`config.mk`:
```
export PLATFORM = sky130hd
export DESIGN_NAME = csr_access_unit
export DESIGN_NICKNAME = d
export VERILOG_FILES = /design/src/rtl/csr_access_unit.sv
export SDC_FILE = /design/constraint.sdc
export NUM_CORES = 1
export LEC_CHECK = 0
export BUFFER_PORTS_ARGS = -buffer_cell sky130_fd_sc_hd__buf_2
export CAP_MARGIN = 20
export CORE_AREA = 2 2 108 84
export DETAILED_ROUTE_END_ITERATION = 10
export DIE_AREA = 0 0 110 86
export GPL_ROUTABILITY_DRIVEN = 0
export PLACE_DENSITY = 0.84
export SYNTH_ARGS = -nofsm -noshare
export SYNTH_HDL_FRONTEND = slang
export SYNTH_SLANG_ARGS = --single-unit
```
`constraint.sdc`:
```
create_clock -name clock -period 3.8 [get_ports clock]
set_clock_uncertainty 0.1 [all_clocks]
set_input_delay 0.38 -clock clock [delete_from_list [all_inputs] [get_ports clock]]
set_output_delay 0.38 -clock clock [all_outputs]
set_load 0.02 [all_outputs]
```
`src/rtl/csr_access_unit.sv`:
```
// csr_access_unit: runs one Zicsr read-modify-write at a time against a synchronous-read CSR RAM.
// Optional feature macro CSR_RO_CHECK_EN: writes to read-only CSR space (addr top bits 2'b11) are illegal.
module csr_access_unit #(
    parameter int unsigned XLEN = 32,
    parameter int unsigned NUM = 4096,
    localparam int unsigned ADDR_W = $clog2(NUM)
) (
    input  logic              clock,
    input  logic              reset_n,
    input  logic              req_valid,
    output logic              req_ready,
    input  logic [2:0]        req_funct3,
    input  logic [4:0]        req_rs1,
    input  logic [XLEN-1:0]   req_rs1_data,
    input  logic [ADDR_W-1:0] req_addr,
    output logic              rsp_valid,
    input  logic              rsp_ready,
    output logic [XLEN-1:0]   rsp_rd_data,
    output logic              rsp_illegal,
    output logic [ADDR_W-1:0] csr_addr,
    output logic              csr_we,
    output logic [XLEN-1:0]   csr_wdata,
    input  logic [XLEN-1:0]   csr_rdata
);

    typedef enum logic [1:0] {
        S_IDLE  = 2'd0,
        S_READ  = 2'd1,
        S_WRITE = 2'd2,
        S_RESP  = 2'd3
    } state_t;

    typedef struct packed {
        logic [2:0]      funct3;
        logic [4:0]      rs1;
        logic [XLEN-1:0] rs1_data;
    } req_t;

    state_t          state;
    state_t          state_nxt;
    req_t            req_q;
    logic            fire_c;
    logic [XLEN-1:0] operand_c;
    logic [XLEN-1:0] new_value_c;
    logic            op_legal_c;
    logic            wen_c;
    logic            ro_violation_c;
    logic            illegal_c;
    logic            write_en_c;

    assign fire_c = req_valid && req_ready;

    // Operand and new-value computation from the latched instruction fields.
    assign operand_c  = req_q.funct3[2] ? XLEN'(req_q.rs1) : req_q.rs1_data;
    assign op_legal_c = (req_q.funct3[1:0] != 2'b00);
    assign wen_c      = op_legal_c && ((req_q.funct3[1:0] == 2'b01) || (req_q.rs1 != 5'd0));

    always_comb begin
        new_value_c = csr_rdata;
        case (req_q.funct3[1:0])
            2'b01:   new_value_c = operand_c;
            2'b10:   new_value_c = csr_rdata | operand_c;
            2'b11:   new_value_c = csr_rdata & ~operand_c;
            default: new_value_c = csr_rdata;
        endcase
    end

`ifdef CSR_RO_CHECK_EN
    assign ro_violation_c = (csr_addr[ADDR_W-1 -: 2] == 2'b11) && wen_c;
`else
    assign ro_violation_c = 1'b0;
`endif

    assign illegal_c  = !op_legal_c || ro_violation_c;
    assign write_en_c = wen_c && !ro_violation_c;

    // State register; async reset drops csr_we immediately via the state decode.
    always_ff @(posedge clock or negedge reset_n) begin
        if (!reset_n) begin
            state <= S_IDLE;
        end else begin
            state <= state_nxt;
        end
    end

    always_comb begin
        state_nxt = state;
        csr_we    = 1'b0;
        csr_wdata = '0;
        case (state)
            S_IDLE: begin
                if (fire_c) begin
                    state_nxt = S_READ;
                end
            end
            S_READ: begin
                state_nxt = S_WRITE;
            end
            S_WRITE: begin
                csr_we    = write_en_c;
                csr_wdata = new_value_c;
                state_nxt = S_RESP;
            end
            S_RESP: begin
                if (rsp_ready) begin
                    state_nxt = S_IDLE;
                end
            end
            default: begin
                state_nxt = S_IDLE;
            end
        endcase
    end

    // Handshake flags registered from the next state so they are exact state decodes.
    always_ff @(posedge clock or negedge reset_n) begin
        if (!reset_n) begin
            req_ready <= 1'b1;
            rsp_valid <= 1'b0;
        end else begin
            req_ready <= (state_nxt == S_IDLE);
            rsp_valid <= (state_nxt == S_RESP);
        end
    end

    // Request latch and response capture.
    always_ff @(posedge clock or negedge reset_n) begin
        if (!reset_n) begin
            req_q       <= '0;
            csr_addr    <= '0;
            rsp_rd_data <= '0;
            rsp_illegal <= 1'b0;
        end else begin
            if (fire_c) begin
                req_q.funct3   <= req_funct3;
                req_q.rs1      <= req_rs1;
                req_q.rs1_data <= req_rs1_data;
                csr_addr       <= req_addr;
            end
            if (state == S_WRITE) begin
                rsp_rd_data <= illegal_c ? '0 : csr_rdata;
                rsp_illegal <= illegal_c;
            end
        end
    end

endmodule

```
; Yosys cells after proc, flatten, opt, wreduce, memory -nomap -nowiden
; Index checks and enable logic that the tools add are counted.
[op_classes]
muxes = 8
bitwise_logic = 3
reduce_logical = 8
n_eq_ne = 7
[op_table]
columns = op, n
row1 = two-way mux 32 bit, 3
row2 = case mux 32 bit (3 select lines), 1
row3 = AND 32 bit, 1
row4 = inverter 32 bit, 1
row5 = bitwise OR 32 bit, 1
row6 = == test 2 bit (second input constant), 5
row7 = case mux 2 bit (4 select lines), 1
row8 = nonzero test 5 bit, 1
row9 = == test 2 x 1 -> 1 bit (second input constant), 2
row10 = zero test 2 bit, 2
row11 = two-way mux 2 bit, 2
row12 = logical AND 1 bit, 2
row13 = nonzero test 2 bit, 1
row14 = zero test 1 bit, 1
row15 = logical OR 1 bit, 1
row16 = two-way mux 1 bit, 1
[totals]
regBits = 89
inputBits = 88
word_cells = 35
output_inout_bits = 80

; Longest topological paths before layout
[logic_depth]
word_depth = 5
mapped_depth = 5

; Worst setup path after synthesis
; Ideal clock, no wire load.
[synth_timing]
kind = reg2out
from = register req_q[39] (netlist name)
to = output csr_wdata[11]
path_slack_ns = 1.888
required_ns = 3.320
path_stages_with_launch = 6
arrival_time_ns = 1.432
n_path_buf = 2
path_cell_list = dfrtp_1 > buf_2 > nor3b_4 > buf_4 > a32oi_1 > a21oi_1
[synth_between]
elab_chain_cells = 5
elab_cells_between_ends = 6
[synth_lines]
columns = item, line_no
row1 = start: declaration, 41  ; req_t req_q;
row2 = two-way mux 32 bit (*), 54  ; assign operand_c = req_q.funct3[2] ? XLEN'(req_q.rs1) : req_q.rs1_data;
row3 = inverter 32 bit, 63  ; 2'b11: new_value_c = csr_rdata & ~operand_c;
row4 = AND 32 bit, 63
row5 = case mux 32 bit (3 select lines) (*), 60  ; case (req_q.funct3[1:0])
row6 = two-way mux 32 bit (*), 90  ; case (state)
row7 = end: declaration, 22  ; output logic [XLEN-1:0] csr_wdata,
; Every way passes the cells marked *; elsewhere a longest branch is shown, timed or not.

; Worst setup path after layout
[layout_timing]
from = register req_q[39] (netlist name)
to = output csr_wdata[20]
; The elaborated chain is that of the path after synthesis.

==> reports/qor.yml <==
ant_nets: 0
synthXorXnorAreaFrac_pct: 0
cts_root_buffer: "clkbuf_8"
io_buffer_count: 167
hold_path_class: "in2reg"
r2r_setup_slack_ns: 1.79
ys.flop_type: "dfrtp_1"
syn2layout_area_growth_pct: 25.0
utilization_pct: 65.6
status: "finished clean"
wirelength_mm: 11.9
overflow: 0
die_h_um: 86
cts_htree_levels: 3
ys_seq_area_share_pct: 51.1
nFillCells: 652
drive_gt1_share_pct: 48.9
syn_nets: 449
vdd_drop_max_mv: 0.503
cts-resized-gates: 0
dp_hpwl_mm: 7.95
finalSetupTns_ns: 0
yosysTopAreaCell: "dfrtp_1"
wl_per_cell_um: 18.9
initial_core_util_pct: 52.5
synth_fa_ha_area_share_pct: 0
seq_area_um2: 2230
endpoint_kind: "primary output"
clk_pin_slew_worst_paths_ns: 0.10
reg2reg_to: "req_q[6]"
hold_path_depth: 2
synth_top_family_by_area: "compound AO/OA/AOI/OAI gates"
p_leak_nw: 2.54
setup_viol: 0
cts_made_buffers: 9
antenna_found_initial: 0
tritoncts: "done"
min_from: "req_addr[1]"
max_freq_ghz: 0.319
grtUsageTotal_pct: 25.7
synth_common_cells: "88 x dfrtp_1, 57 x mux2_2, 54 x a32oi_1, 32 x a22o_1, 28 x nand2b_1"
coreArea_um2: 8310
yosys.area.top_type_share_pct: 50.5
worstMarginPinSlew_ns: 1.06
synthSimpleGateAreaFrac_pct: 7.32
dr.pass1.iters: 5
fp.dieW_um: 110
placed_area_um2: 5220
rsz0062_at_grt: "false"
synthMostInstantiatedCell: "dfrtp_1"
synth_enable_flop_cells: 0
async_flop_share_pct: 100
design_area_um2: 5450
finalCritPeriodShare_pct: 82.5
cp_max_fo: 27
core.rowCount: 29
critPathLaunchType: "register"
clock-sinks: 89
grt_pass1_wl_mm: 18.8
min_to: "csr_addr[1]"
insertion_delay_ns: 0.34
muxShareOfSynthArea_pct: 14.7
max-cap-violations: 0
vias: 3847
avgViaCountPerCell: 6.14
cp_cell_sequence: "clkinv_1 -> a32oi_1 -> a21oi_1 -> buf_2"
clockBufferDepth: 2
slowest_delay_ns: 0.86
die_area_um2: 9460
finalHoldViolations: 0
num-nets-final: 602
io_pins: 168
ys_warn_count: 0
r2r-start: "req_ready"
n_antenna_cell: 0
syn_avg_cell_area_um2: 12.1
drt_iter0_markers: 266
synth_compound_area_share_pct: 22.6
relSlewSlack_pct: 29.0
yosysUniqueCellTypes: 26
ys_ff_latch: 89
cp.required_ns: 3.32
slowest_stage: "clkinv_1"
synth_area_leaders: "dfrtp_1 51%, mux2_2 15%, a32oi_1 11%"
period_needed_ns: 3.13
drc_errors: 0
arrival_ns: 2.65
r2r_cells: 3
synthCells: 361
first_global_vias: 3815
multi_input_area_um2: 1950
drv_slew: 0
netlist_area_um2: 4360
grt_max_degree: 90
worstSetupPathType: "reg2out"
p_per_area_nw_per_um2: 945
## layout make-up
cell class	count	share of cell area, %
timing repair buffer	177	17.5
multi-input combinational	235	35.8
inverter	2	0.138
tap	108	2.48
clock buffer	10	2.34
clock inverter	6	0.781
sequential	89	40.9
## worst max-delay path by stage
stage	start	to	slack, ns	cells past startpoint
2_1_floorplan	req_q[39]	csr_wdata[11]	1.89	5
3_3_place_gp	req_q[39]	csr_wdata[30]	1.14	4
3_5_place_dp	req_q[39]	csr_wdata[7]	1.05	4
4_1_cts	req_q[39]	csr_wdata[28]	0.67	4
5_1_grt	req_q[39]	csr_wdata[20]	0.38	4
6_report	req_q[39]	csr_wdata[20]	0.67	4
## state kept, by name, indices dropped and copies added (netlist names)
register and count:
rsp_rd_data 32, rsp_valid 1, req_q 40, csr_addr 12
state 2, rsp_illegal 1, req_ready 1
## cells by family (layout without fill, tap and decap cells)
family                 after synthesis  count (layout)
AOI/OAI and AO/OA                  126             126
DFF                                 89              89
muxes                               57              57
and+or+nand+nor                     52              52
buffers and inverters               37             195
## per-layer routing
metal	global-route usage (%)	share of wire, %
met5	0	0
met4	8.63	1.3
met3	6.53	11
met2	40.3	46
met1	34.9	42
## power by group
group	total (mW)	switching [mW]	internal, mW
Sequential	1.79	0.379	1.41
Clock	0.586	0.345	0.241
Combinational	2.78	1.64	1.14
## placed cells by master (no fill, tap or decap), drive strengths merged, types with 10 or more instances in the layout
| cell | n |
|---|---|
| buf | 176 |
| dfrtp | 88 |
| mux2 | 57 |
| a32oi | 54 |
| a22o | 32 |
| nand2b | 28 |
| a21oi | 27 |
| nand3 | 11 |
| o211ai | 10 |
| clkbuf | 10 |
## worst max-delay path, delay by kind of cell, from the launching register on
family	cells	cell delay, ns
AOI/OAI and AO/OA	2	0.56
buffers and inverters	2	1.06
DFF	1	0.69
## through the flow
| step | hold WS, ns | setup slack [ns] | power, mW | std cells |
|---|---|---|---|---|
| after floorplan | -0.0156 | 1.89 | 3.70 | 361 |
| after global routing | 0.134 | 0.381 | 5.50 | 627 |
| after CTS | 0.135 | 0.669 | 5.12 | 624 |
| final | 0.151 | 0.666 | 5.15 | 627 |
| after detailed placement | 0.385 | 1.05 | 4.52 | 608 |
| after global placement | 0.380 | 1.14 | 4.41 | 608 |
## what timing repair did
item | CTS | global route
hold endpoints to repair | 0 | 32
buffers inserted | 0 | 0
hold buffers | 0 | 1
(Power assumes the default switching activity.)
